File: src/rtl/alu_op_sequencer.sv
// -----------------------------------------------------------------------------
// alu_op_sequencer
//
// Micro-sequencer that runs one complete register-transfer ALU operation on
// data_path for each accepted command. It drives the one-hot register strobes,
// the MDR/Y/Z/HI/LO strobes, Read, Mdatain and op, so a command source only
// has to present a command and pulse start.
//
// Ports
//   Clock        single clock, all state changes on the rising edge
//   clear        asynchronous active-low reset
//   start        command strobe, sampled in IDLE or DONE only
//   cmd_op       ALU opcode
//   cmd_src_a    first operand register (also the preload target)
//   cmd_src_b    second operand register (binary commands only)
//   cmd_dst      destination register (non-wide commands only)
//   cmd_imm_en   preload cmd_imm into cmd_src_a through the MDR first
//   cmd_unary    single operand from cmd_src_a, Y is not loaded
//   cmd_wide     write Zlow->LO and Zhigh->HI instead of cmd_dst
//   cmd_imm      immediate value
//   Read, MDRin, MDRout, Yin, Zlowin, Zhighin, Zlowout, Zhighout, HIin, LOin
//                datapath strobes, each high for exactly one cycle
//   Rin, Rout    one-hot register strobes
//   op           ALU opcode to the datapath (0 in IDLE)
//   Mdatain      memory-data input to the datapath (0 outside MDR_LOAD)
//   busy         high in every state except IDLE and DONE
//   done         one-cycle pulse in DONE
//   err          one-cycle pulse after a command is rejected
// -----------------------------------------------------------------------------
module alu_op_sequencer #(
  parameter int NUM_REGS = 16,
  parameter int IDX_W    = 4,
  parameter int OP_W     = 5,
  parameter int DATA_W   = 32
) (
  input  logic                Clock,
  input  logic                clear,
  input  logic                start,
  input  logic [OP_W-1:0]     cmd_op,
  input  logic [IDX_W-1:0]    cmd_src_a,
  input  logic [IDX_W-1:0]    cmd_src_b,
  input  logic [IDX_W-1:0]    cmd_dst,
  input  logic                cmd_imm_en,
  input  logic                cmd_unary,
  input  logic                cmd_wide,
  input  logic [DATA_W-1:0]   cmd_imm,
  output logic                Read,
  output logic                MDRin,
  output logic                MDRout,
  output logic                Yin,
  output logic                Zlowin,
  output logic                Zhighin,
  output logic                Zlowout,
  output logic                Zhighout,
  output logic                HIin,
  output logic                LOin,
  output logic [NUM_REGS-1:0] Rin,
  output logic [NUM_REGS-1:0] Rout,
  output logic [OP_W-1:0]     op,
  output logic [DATA_W-1:0]   Mdatain,
  output logic                busy,
  output logic                done,
  output logic                err
);

  typedef enum logic [2:0] {
    S_IDLE,
    S_MDR_LOAD,
    S_REG_LOAD,
    S_Y_LOAD,
    S_ALU,
    S_ZLO_WB,
    S_ZHI_WB,
    S_DONE
  } state_t;

  state_t              state_q, state_d;

  // Latched command; only the fields needed after acceptance are kept.
  logic [OP_W-1:0]     op_q;
  logic [IDX_W-1:0]    src_a_q, src_b_q, dst_q;
  logic                unary_q, wide_q;
  logic [DATA_W-1:0]   imm_q;
  logic                err_q;

  logic                can_accept, cmd_valid, accept, reject;
  state_t              entry_state;

  // Index range check done at 32 bits so it stays meaningful (and warning
  // free) when NUM_REGS == 2**IDX_W and every index is in range.
  function automatic logic idx_ok(input logic [IDX_W-1:0] idx);
    return 32'(idx) < 32'(NUM_REGS);
  endfunction

  function automatic logic [NUM_REGS-1:0] onehot(input logic [IDX_W-1:0] idx);
    logic [NUM_REGS-1:0] v;
    v = '0;
    for (int i = 0; i < NUM_REGS; i++) begin
      v[i] = (32'(idx) == 32'(i));
    end
    return v;
  endfunction

  // A command only checks the indices it will actually use.
  always_comb begin
    can_accept  = (state_q == S_IDLE) || (state_q == S_DONE);
    cmd_valid   = idx_ok(cmd_src_a)
                  && (cmd_unary || idx_ok(cmd_src_b))
                  && (cmd_wide  || idx_ok(cmd_dst));
    accept      = can_accept && start && cmd_valid;
    reject      = can_accept && start && !cmd_valid;
    entry_state = cmd_imm_en ? S_MDR_LOAD : (cmd_unary ? S_ALU : S_Y_LOAD);
  end

  // NOTE: every register here is written with <= so all of them update
  // together from the values seen before the edge; blocking = would let
  // later lines see half-updated state.
  // NOTE: the latched command is reset too, not just the state, so nothing
  // downstream ever observes X after clear even though outputs are gated.
  always_ff @(posedge Clock or negedge clear) begin
    if (!clear) begin
      state_q <= S_IDLE;
      op_q    <= '0;
      src_a_q <= '0;
      src_b_q <= '0;
      dst_q   <= '0;
      unary_q <= 1'b0;
      wide_q  <= 1'b0;
      imm_q   <= '0;
      err_q   <= 1'b0;
    end else begin
      state_q <= state_d;
      err_q   <= reject;
      if (accept) begin
        op_q    <= cmd_op;
        src_a_q <= cmd_src_a;
        src_b_q <= cmd_src_b;
        dst_q   <= cmd_dst;
        unary_q <= cmd_unary;
        wide_q  <= cmd_wide;
        imm_q   <= cmd_imm;
      end
    end
  end

  // NOTE: state_d gets a default before the case so no path leaves it
  // unassigned; a missing default here would infer a latch.
  always_comb begin
    state_d = state_q;
    case (state_q)
      S_IDLE:     state_d = accept ? entry_state : S_IDLE;
      S_MDR_LOAD: state_d = S_REG_LOAD;
      S_REG_LOAD: state_d = unary_q ? S_ALU : S_Y_LOAD;
      S_Y_LOAD:   state_d = S_ALU;
      S_ALU:      state_d = S_ZLO_WB;
      S_ZLO_WB:   state_d = wide_q ? S_ZHI_WB : S_DONE;
      S_ZHI_WB:   state_d = S_DONE;
      S_DONE:     state_d = accept ? entry_state : S_IDLE;
      default:    state_d = S_IDLE;
    endcase
  end

  // Moore outputs: decoded from the state register and the latched command.
  always_comb begin
    Read     = 1'b0;
    MDRin    = 1'b0;
    MDRout   = 1'b0;
    Yin      = 1'b0;
    Zlowin   = 1'b0;
    Zhighin  = 1'b0;
    Zlowout  = 1'b0;
    Zhighout = 1'b0;
    HIin     = 1'b0;
    LOin     = 1'b0;
    Rin      = '0;
    Rout     = '0;
    Mdatain  = '0;
    op       = (state_q == S_IDLE) ? '0 : op_q;
    busy     = (state_q != S_IDLE) && (state_q != S_DONE);
    done     = (state_q == S_DONE);
    err      = err_q;
    case (state_q)
      S_MDR_LOAD: begin
        Read    = 1'b1;
        MDRin   = 1'b1;
        Mdatain = imm_q;
      end
      S_REG_LOAD: begin
        MDRout = 1'b1;
        Rin    = onehot(src_a_q);
      end
      S_Y_LOAD: begin
        Rout = onehot(src_a_q);
        Yin  = 1'b1;
      end
      S_ALU: begin
        Rout    = onehot(unary_q ? src_a_q : src_b_q);
        Zlowin  = 1'b1;
        Zhighin = wide_q;
      end
      S_ZLO_WB: begin
        Zlowout = 1'b1;
        if (wide_q) LOin = 1'b1;
        else        Rin  = onehot(dst_q);
      end
      S_ZHI_WB: begin
        Zhighout = 1'b1;
        HIin     = 1'b1;
      end
      default: ;
    endcase
  end

endmodule

File: config.mk
export PLATFORM = sky130hd
export DESIGN_NAME = alu_op_sequencer
export DESIGN_NICKNAME = d
export VERILOG_FILES = /design/src/rtl/alu_op_sequencer.sv
export SDC_FILE = /design/constraint.sdc
export NUM_CORES = 1
export LEC_CHECK = 0
export CORE_ASPECT_RATIO = 0.9
export CORE_MARGIN = 2
export CORE_UTILIZATION = 46
export DETAILED_ROUTE_END_ITERATION = 10
export HOLD_SLACK_MARGIN = 0.03
export PLACE_DENSITY = 0.82
export SLEW_MARGIN = 20
export SYNTH_ARGS = -nofsm -noshare
export SYNTH_HDL_FRONTEND = slang
export SYNTH_SLANG_ARGS = --single-unit
File: constraint.sdc
create_clock -name Clock -period 2.4 [get_ports Clock]
set_input_delay 0.24 -clock Clock [delete_from_list [all_inputs] [get_ports Clock]]
set_output_delay 0.24 -clock Clock [all_outputs]
set_load 0.01 [all_outputs]
==> results.txt <==
The run finished, with violations left. The final reports fail on negative setup slack. The fraction of synthesis flops using an asynchronous set or reset pin was 1.000. The total I/O pin count is 137.

The worst setup path is launched from a flop. The die is 91.25 um wide. Cell internal power was estimated by the tool at 3.461 mW. On the final layout, the worst clock skew is 0.006647 ns. For the final instance area, the log shows 4746 um2.

In this run the power spent charging and discharging nets is 1.892 mW. Fraction of power consumed by combinational cells: 0.572. Portion of the post-synthesis area used by sequential elements: 0.4287. Walking the worst path, the cells encountered are buf_4 > nor3b_4 > o21ai_1 > o22ai_1 > clkdlybuf4s50_1. The clock group share of total power came out at 0.093.

The predominant post-synthesis flop cell was sky130_fd_sc_hd__dfrtp_1. The tools report the number of search-and-repair iterations in the first detailed-routing pass as 4. Highest clock rate: 416.6 MHz. The cell family contributing the most delay on the critical path is buffers and inverters.

After synthesis the netlist holds a flip-flop and latch count of 54. The number of instances in the synthesized netlist is 262. The root buffer selected by CTS is sky130_fd_sc_hd__clkbuf_8.

At the pin with the least slew margin, the transition time is 0.6786 ns. The library cell used most frequently in the layout, excluding fill and tap cells, is sky130_fd_sc_hd__clkdlybuf4s50_1. The final critical-path required period is 2.400 ns, and the overall via count from detail_route is 2600.

The final RePlAce weighted congestion came out at 0.8846. The uppermost layer routed is met4. TritonCTS built the clock tree. The tools report the initial antenna violation count as 0. In the final design database the tool counted 451 nets. The netlist area before placement was 3152 um2; the number of nets still failing antenna checks after routing was 0. The synthesized design contains 0 enable-type register cells.

Counting every sink on the clock net gives 54. The initial core utilization came out at 0.4760. For this run the aggregate overflow at the end of global routing stands at 0. For this design the ratio of total power to cell area is 1128 nW/um2.

The utilization after layout came out at 0.7167. The routed metal-1 wirelength is 3413 um. The aggregate routed wire length was 7886 um; the floorplan core area was 6621 um2.

The number of nets produced by synthesis is 317, and the synthesis-to-layout area growth is 50.58%. The floorplan step defined a die boundary enclosing 7530 um2. In the detailed route, the total length drawn on met3 is 692 um. In the layout the commonest cells are sky130_fd_sc_hd__clkdlybuf4s50_1 (118), sky130_fd_sc_hd__dfrtp_1 (52), sky130_fd_sc_hd__mux2_4 (48). Data arrives at the worst endpoint at 2.16 ns. The worst register-to-register path begins at state_q[0]. The run gives 0.30 ns as the source-to-sink clock delay at the later pin of the worst-skew pair. Dividing the detail-routed wire length by the instance count gives 16.19 um. The leakage power is 2.241 nW, and the clock-pin slew on the worst setup and hold paths is 0.10 ns.

The number of warnings printed during yosys synthesis came out at 0. Die boundary height: 82.53 um. The total placed instance area is 4591 um2, and the average cell area after synthesis is 12.03 um2.

The worst hold path belongs to the class in -> async. After legalization and detailed placement, the total HPWL measured 5807 um. The number of DRC markers in iteration 0 was 119. Slowest library cell on the worst path: sky130_fd_sc_hd__clkdlybuf4s50_1. Ratio of cells with drive above 1 in the final layout: 0.2141.

The source of the critical timing path is state_q[0]. The count of standard-cell rows is 28. The repair_antennas step left the layout with diodes totalling 0. The highest net fanout along the worst path was 8; the number of setup violations in the final report was 1. The overall fraction of global-route tracks in use is 0.2010, and the largest buffer count on any clock path is 2. The switching part of the total power is 0.3534. The run gives -0.0001124 ns as the setup slack after layout.

Setup repair after global routing could not meet its margin everywhere. The largest net degree at the start of global routing was 55; the deepest level of the CTS H-tree was 2. The final count of hold timing violations is 0, and the max-cap violation count is 0. Part of the cycle the worst path needs: 1.000. The number of distinct library cells after synthesis was 35; the required time at the worst-slack endpoint was 2.16 ns. The number of clock buffers added by TritonCTS is 5. The type of the worst setup path is reg -> out.

The per-cell via count in the routed design was 5.339. The run gives 2501 as the via count of the first global-routing pass. Capturing element type of the critical path: an output pin. The worst slew margin relative to its limit was 0.5476.

In this run the tool buffered the top-level ports with 135 buffer cells. The largest stage delay on the critical path works out to 0.57 ns. After detailed routing, the number of remaining DRC violations is 0. For the count of pins over their slew limit, the log shows 0.

The number of buffer and inverter instances along the worst setup path was 2. First-pass GRT wire length: 12300 um. The run gives 0.335 as the share of power burned in registers. In the detailed route, the total length drawn on met2 is 3752 um. In this run, post-CTS hold repair placed 0 buffers. The worst-case IR drop observed on VDD is 0.6116 mV.
power by group through the flow:
| stage | sequential, mW | combinational (mW) | clock [mW] |
|---|---|---|---|
| 6_report | 1.79 | 3.06 | 0.500 |
| 5_1_grt | 1.86 | 3.26 | 0.554 |
| 4_1_cts | 1.78 | 3.04 | 0.524 |
| 3_5_place_dp | 1.77 | 3.02 | 0 |
| 3_3_place_gp | 1.75 | 2.96 | 0 |
| 2_1_floorplan | 1.60 | 2.12 | 0 |
timing repair:
action | 4_1_cts | 5_1_grt
resized for setup | 10 | 15
endpoints found under the setup margin | 23 | 59
pin swaps | 0 | 2
setup buffers | 0 | 2
layout make-up:
class,instances,area [um2]
clock inverter,3,21.27
fill,454,1876
multi-input combinational,186,1687
timing repair buffer,146,1491
inverter,3,11.26
tap,90,112.6
clock buffer,5,68.82
sequential,54,1354
routing by layer:
metal,global-route usage,vias up
met4,0.03788,0
met5,0,-
li1,-,1208
met2,0.3341,123
met1,0.2626,1265
met3,0.06534,4
stage by stage:
| step | setup slack (ns) | hold WS [ns] | setup TNS, ns | std cells | power (mW) |
|---|---|---|---|---|---|
| final | -0.0001124 | 0.04948 | -0.0001124 | 487 | 5.353 |
| after global routing | -0.08028 | 0.1027 | -0.6810 | 487 | 5.673 |
| after CTS | 0.0004394 | 0.06661 | 0 | 485 | 5.341 |
| after detailed placement | 0.2085 | 0.4058 | 0 | 477 | 4.792 |
| after global placement | 0.2755 | 0.4048 | 0 | 477 | 4.714 |
| after floorplan | 0.5775 | -0.05559 | 0 | 262 | 3.718 |
worst paths after layout:
path / to / slack (ns) / cells past startpoint
worst max-delay path: Rout[2] / -0.0001 / 5
worst min-delay path: imm_q[25] / 0.05 / 2
worst max register to register: imm_q[4] / 0.40 / 5
worst min register to register: imm_q[16] / 0.51 / 1
max in group asynchronous: src_a_q[2] / 1.86 / 2
min in group Clock: imm_q[16] / 0.51 / 1
synth_stat cells (2+ instances only):
library cell                count  area, um2
sky130_fd_sc_hd__dfrtp_1       54       1351
sky130_fd_sc_hd__mux2_4        48      720.7
sky130_fd_sc_hd__and2_1        35      219.0
sky130_fd_sc_hd__o22ai_1       33      206.5
sky130_fd_sc_hd__nand2b_1       9      56.30
sky130_fd_sc_hd__clkbuf_1       7      26.28
sky130_fd_sc_hd__nand3b_1       7      52.55
sky130_fd_sc_hd__buf_4          5      37.54
sky130_fd_sc_hd__buf_6          5      56.30
sky130_fd_sc_hd__nand3_1        5      25.02
sky130_fd_sc_hd__a2bb2oi_1      4      35.03
sky130_fd_sc_hd__mux2_2         4      45.04
sky130_fd_sc_hd__nand2_1        4      15.01
sky130_fd_sc_hd__nor2b_1        4      25.02
sky130_fd_sc_hd__nor3b_1        4      30.03
sky130_fd_sc_hd__o21ai_0        4      20.02
sky130_fd_sc_hd__and2b_1        3      22.52
sky130_fd_sc_hd__and3b_1        3      26.28
sky130_fd_sc_hd__inv_1          3      11.26
sky130_fd_sc_hd__nor2_1         3      11.26
sky130_fd_sc_hd__or2_2          3      18.77
sky130_fd_sc_hd__buf_2          2      10.01
state kept, by name, indices dropped and copies added, names as in the netlist:
signal / flops
dst_q: 4
src_b_q: 4
op_q: 5
src_a_q: 4
imm_q: 32
unary_q: 1
state_q: 3
wide_q: 1
cell families after synthesis:
logic type | after synthesis | share of synthesized area
compound gates | 46 | 0.1004
buf+inv | 22 | 0.04486
flops | 54 | 0.4287
mux | 53 | 0.2461
other cells | 1 | 0.001190
simple gates | 86 | 0.1786
(Power assumes the default switching activity.)
